<file path="config.mk">
export PLATFORM = sky130hd
export DESIGN_NAME = freq_divider_param
export DESIGN_NICKNAME = d
export VERILOG_FILES = /design/src/rtl/fdiv_pkg.sv /design/src/rtl/fdiv_channel.sv /design/src/rtl/freq_divider_param.sv
export SDC_FILE = /design/constraint.sdc
export NUM_CORES = 1
export LEC_CHECK = 0
export CAP_MARGIN = 25
export CORE_UTILIZATION = 51
export DETAILED_ROUTE_END_ITERATION = 16
export PLACE_DENSITY = 0.79
export SKIP_CTS_REPAIR_TIMING = 1
export SLEW_MARGIN = 10
export SYNTH_ARGS = -nofsm -noshare
export SYNTH_HDL_FRONTEND = slang
export SYNTH_SLANG_ARGS = --single-unit
</file>
<file path="constraint.sdc">
create_clock -name clk -period 3.5 [get_ports clk]
set_input_delay 0.7 -clock clk [delete_from_list [all_inputs] [get_ports clk]]
set_output_delay 0.7 -clock clk [all_outputs]
set_load 0.01 [all_outputs]
</file>
<file path="src/rtl/fdiv_pkg.sv">
// Shared constants and helpers for the parametrised frequency divider.
// Optional feature macro: FDIV_RESTART_EN (per-channel restart input).
package fdiv_pkg;
   localparam int DEF_CLK_HZ  = 50_000_000;
   localparam int DEF_BASE_HZ = 128;

   localparam int DIV_1HZ = 64;
   localparam int DIV_AUX = 32;
   localparam int DIV_BTN = 4;

   function automatic int clog2(input int v);
      int r;
      r = 0;
      while ((1 << r) < v) r++;
      return (r < 1) ? 1 : r;
   endfunction
endpackage

</file>
<file path="src/rtl/fdiv_channel.sv">
// One divider channel: shadow divisor, base-tick counter, tick and square flops.
// Optional feature macro: FDIV_RESTART_EN (drives restart_i from the top).
module fdiv_channel
   import fdiv_pkg::*;
#(
   parameter int CNT_W = 8
) (
   input  logic             clk_i,
   input  logic             rst_ni,
   input  logic             sclr_i,
   input  logic             stb_i,
   input  logic             restart_i,
   input  logic [CNT_W-1:0] div_i,
   output logic             tick_o,
   output logic             sq_o
);
   logic [CNT_W-1:0] sdiv_q, sdiv_d;
   logic [CNT_W-1:0] cnt_q, cnt_d;
   logic             tick_q, tick_d;
   logic             sq_q, sq_d;

   always_comb begin
      sdiv_d = sdiv_q;
      cnt_d  = cnt_q;
      tick_d = 1'b0;
      sq_d   = sq_q;
      if (sclr_i || restart_i || (sdiv_q == '0)) begin
         // An idle channel keeps sampling its divisor so a new ratio starts at once.
         sdiv_d = div_i;
         cnt_d  = '0;
         sq_d   = 1'b0;
      end else if (stb_i) begin
         if (cnt_q == sdiv_q - CNT_W'(1)) begin
            cnt_d  = '0;
            tick_d = 1'b1;
            sq_d   = ~sq_q;
            sdiv_d = div_i;
         end else begin
            cnt_d = cnt_q + CNT_W'(1);
         end
      end
   end

   always_ff @(posedge clk_i or negedge rst_ni) begin
      if (!rst_ni) begin
         sdiv_q <= '0;
         cnt_q  <= '0;
         tick_q <= 1'b0;
         sq_q   <= 1'b0;
      end else begin
         sdiv_q <= sdiv_d;
         cnt_q  <= cnt_d;
         tick_q <= tick_d;
         sq_q   <= sq_d;
      end
   end

   assign tick_o = tick_q;
   assign sq_o   = sq_q;
endmodule

</file>
<file path="src/rtl/freq_divider_param.sv">
// Prescaler to BASE_HZ plus N_CH programmable divider channels (enables, not clocks).
// Optional feature macro: FDIV_RESTART_EN adds the ch_restart input.
module freq_divider_param
   import fdiv_pkg::*;
#(
   parameter int CLK_HZ  = DEF_CLK_HZ,
   parameter int BASE_HZ = DEF_BASE_HZ,
   parameter int N_CH    = 3,
   parameter int CNT_W   = 8
) (
   input  logic                  clk,
   input  logic                  reset,
   input  logic                  en,
   input  logic                  sclr,
   input  logic [N_CH*CNT_W-1:0] ch_div,
   output logic                  base_tick,
   output logic [N_CH-1:0]       ch_tick,
   output logic [N_CH-1:0]       ch_sq
`ifdef FDIV_RESTART_EN
   ,
   input  logic [N_CH-1:0]       ch_restart
`endif
);
   localparam int PRE_DIV = CLK_HZ / BASE_HZ;
   localparam int PRE_W   = clog2(PRE_DIV);

   generate
      if ((CLK_HZ % BASE_HZ) != 0) begin : g_err_ratio
         $error("CLK_HZ must be an integer multiple of BASE_HZ");
      end
      if (PRE_DIV < 2) begin : g_err_pre
         $error("PRE_DIV must be at least 2");
      end
      if (N_CH < 1) begin : g_err_nch
         $error("N_CH must be at least 1");
      end
      if (CNT_W < 1) begin : g_err_cntw
         $error("CNT_W must be at least 1");
      end
   endgenerate

   logic [PRE_W-1:0] pre_q, pre_d;
   logic             base_q, base_d;
   logic             stb;
   logic [N_CH-1:0]  restart;

`ifdef FDIV_RESTART_EN
   assign restart = ch_restart;
`else
   assign restart = '0;
`endif

   // Channels act on the wrap strobe itself so their outputs land with base_tick.
   assign stb = en && (pre_q == PRE_W'(PRE_DIV - 1));

   always_comb begin
      pre_d  = pre_q;
      base_d = 1'b0;
      if (sclr) begin
         pre_d = '0;
      end else if (en) begin
         pre_d  = stb ? '0 : pre_q + PRE_W'(1);
         base_d = stb;
      end
   end

   always_ff @(posedge clk or negedge reset) begin
      if (!reset) begin
         pre_q  <= '0;
         base_q <= 1'b0;
      end else begin
         pre_q  <= pre_d;
         base_q <= base_d;
      end
   end

   assign base_tick = base_q;

   for (genvar i = 0; i < N_CH; i++) begin : g_ch
      fdiv_channel #(.CNT_W(CNT_W)) u_ch (
         .clk_i     (clk),
         .rst_ni    (reset),
         .sclr_i    (sclr),
         .stb_i     (stb),
         .restart_i (restart[i]),
         .div_i     (ch_div[i*CNT_W +: CNT_W]),
         .tick_o    (ch_tick[i]),
         .sq_o      (ch_sq[i])
      );
   end
endmodule

</file>
==> impl_metrics.toml <==
[timing]
worstMarginPinSlew_ns = 0.904
timing.fmax_mhz = 341
skew_ns = 0.0116
slew_headroom = 0.397
tns_ns = 0
rsz0062_at_grt = "no"
layout_min_cycle_time_ns = 2.93
setup_ws_ns = 0.566
fin_crit_sh = 0.838
finalHoldViolCount = 0
drv_slew = 0
setup_viol = 0

[placement]
gp_congestion = 0.838
portBuffers = 34
dpl.hpwl_um = 6390
dp_cells = 585
pre_cts_slack_ns = 0.585

[power_and_ir_drop]
swShare = 0.255
power.density_cell_area_nw_per_um2 = 372
power_frac_clock = 0.376
max-vdd-ir-drop_mv = 0.293
p_leak_nw = 2.12
p_comb_frac = 0.127
p_sw_mw = 0.477
internal-power_mw = 1.39
power_mw = 1.87
sequentialPowerShare = 0.497

[route]
drt-initial-drc-count = 136
first_pass_iters = 4
antenna_left = 0
routed_wl_um = 8910
routed_via_density = 5.82
via_count = 3496
drcViolationCount = 0
wl_per_cell_um = 14.8

[worst_setup_path]
r2r-end = "g_ch[0].u_ch.sdiv_q[7]"
cp_max_fo = 10
critPathRequiredTime_ns = 3.74
r2r_start = "g_ch[0].u_ch.sdiv_q[0]"
cp_data_arrival_time_ns = 3.17
r2r_cells = 9
end_kind = "register"
critPathKind = "register to register"
cp-start-kind = "register"
reg2reg_setup_slack_ns = 0.57

[yosys]
async_reset_ff_frac = 1.00
ys_warn_count = 0
synth_top_area_frac = 0.419
synth.net_count = 501
synth_area_leaders = "dfrtp_1 42%, xor2_1 4.6%, xnor2_1 4.2%"
ys_seq_area_frac = 0.419
synth_cells = 462
avgSynthCellArea_um2 = 9.56
yosys.area.top_type = "dfrtp_1"
syn_area_um2 = 4420
synth-seq-cells = 74
ys_types = 61
synth_edf_count = 0
ys.flop_type = "dfrtp_1"

[floorplanning]
dieArea_um2 = 9040
initial_core_util = 0.532
io_pins = 35
die_height_um = 95.1
die_width_um = 95.1
fp-row-count = 33
core_um2 = 8300

[clocking]
ctsHtreeMaxLevel = 3
clock_latency_ns = 0.35
cts_tree = "done"
cts_buffers = 9
cts_buffer_depth = 2
path_clk_slew_ns = 0.08
cts_root_buf = "clkbuf_8"
numClockSinks = 74

[global_route]
grt_max_degree = 75
grt_pass1_wl_um = 15500
antenna_found_initial = 0
grt_overflow = 0
grt_pass1_vias = 3410
grt_usage = 0.221

[outcome]
status = "completed"

[layout]
finish.utilization = 0.605
drive_gt1_frac = 0.109
final_cell_count_no_fill = 601
area_growth_syn_to_layout_pct = 13.7
nets = 530
layout_commonest_cell = "dfrtp_1"
antennaDiodeCount = 0
final_cell_mix = "74 x dfrtp_1, 47 x nor2_1, 33 x clkdlybuf4s50_1, 28 x a21oi_1, 27 x nand2_1"

[worst_hold_path]
hold_path_class = "input pin to asynchronous set/reset pin"

[run]
drv_cap = 0
## worst max path at each step
stage / from / cells past startpoint / to
2_1_floorplan: g_ch[0].u_ch.sdiv_q[0] / 10 / g_ch[0].u_ch.sdiv_q[0]
3_3_place_gp: g_ch[0].u_ch.sdiv_q[0] / 9 / g_ch[0].u_ch.sdiv_q[0]
6_report: g_ch[0].u_ch.sdiv_q[0] / 9 / g_ch[0].u_ch.sdiv_q[7]
3_5_place_dp: g_ch[0].u_ch.sdiv_q[0] / 9 / g_ch[0].u_ch.sdiv_q[6]
5_1_grt: g_ch[0].u_ch.sdiv_q[0] / 9 / g_ch[0].u_ch.sdiv_q[1]
4_1_cts: g_ch[0].u_ch.sdiv_q[0] / 9 / g_ch[0].u_ch.sdiv_q[6]
## flip-flops by register name, summed over array words and instances, names as in the netlist
name,flops
g_ch.u_ch.cnt_q,24
g_ch.u_ch.sq_o,3
base_tick,1
g_ch.u_ch.sdiv_q,24
g_ch.u_ch.tick_o,3
pre_q,19
## power groups by stage
stage          registers, mW  clock network [mW]  logic [mW]
6_report               0.930               0.703       0.237
5_1_grt                0.936               0.753       0.265
4_1_cts                0.930               0.719       0.239
3_5_place_dp           0.947                   0       0.237
3_3_place_gp           0.943                   0       0.228
2_1_floorplan          0.929                   0       0.165
## cells in the mapped netlist, types with 5 or more instances
cell / instances
nand3_1: 23
buf_4: 6
ha_1: 11
mux2_4: 8
xnor2_1: 21
clkbuf_1: 11
or3_1: 13
nand2_1: 27
and2_1: 5
inv_1: 11
nand2b_1: 14
and3_1: 16
xor2_1: 23
a32o_1: 7
a21oi_1: 28
nor4_1: 5
mux2_2: 8
dfrtp_1: 74
nor2_1: 47
o21ai_0: 20
nor3_1: 12
o2bb2ai_1: 5
nand4_1: 7
## metrics by stage
stage / hold WS, ns / area, µm²
2_1_floorplan: 0.404 / 4420
3_3_place_gp: 0.511 / 4810
3_5_place_dp: 0.522 / 4810
4_1_cts: 0.515 / 5020
5_1_grt: 0.564 / 5020
6_report: 0.479 / 5020
## layout make-up
| type | count | area (µm²) |
|---|---|---|
| well taps | 105 | 131 |
| multi-input cells | 354 | 2400 |
| flip-flops and latches | 74 | 1850 |
| clock inverters | 3 | 46.3 |
| repair buffers | 40 | 383 |
| fillers | 678 | 3280 |
| clock buffers | 13 | 169 |
| inverters | 12 | 45.0 |
## metal layers
layer  vias to the layer above  wire length, µm  track usage
met5                         -                0            0
met4                         0              124       0.0707
met3                        13              371       0.0550
met2                        74             4440        0.370
met1                      1702             3970        0.280
li1                       1707                -            -
## kinds of logic after synthesis
group / after synthesis / synth area share
simple gates: 196 / 0.241
buf+inv: 34 / 0.0382
mux: 17 / 0.0501
fa+ha+maj: 11 / 0.0312
flops: 74 / 0.419
xor+xnor: 44 / 0.0872
compound gates: 86 / 0.133
## critical path, stage by stage (launching register included)
cell and delay (ns):
dfrtp_1 0.47, inv_1 0.10, ha_1 0.30, and2b_1 0.19
or3_1 0.34, a31o_2 0.26, a211oi_4 0.47, nand2_4 0.10
nand2b_2 0.26, mux2_4 0.33
Power figures use the tool's default switching activity.
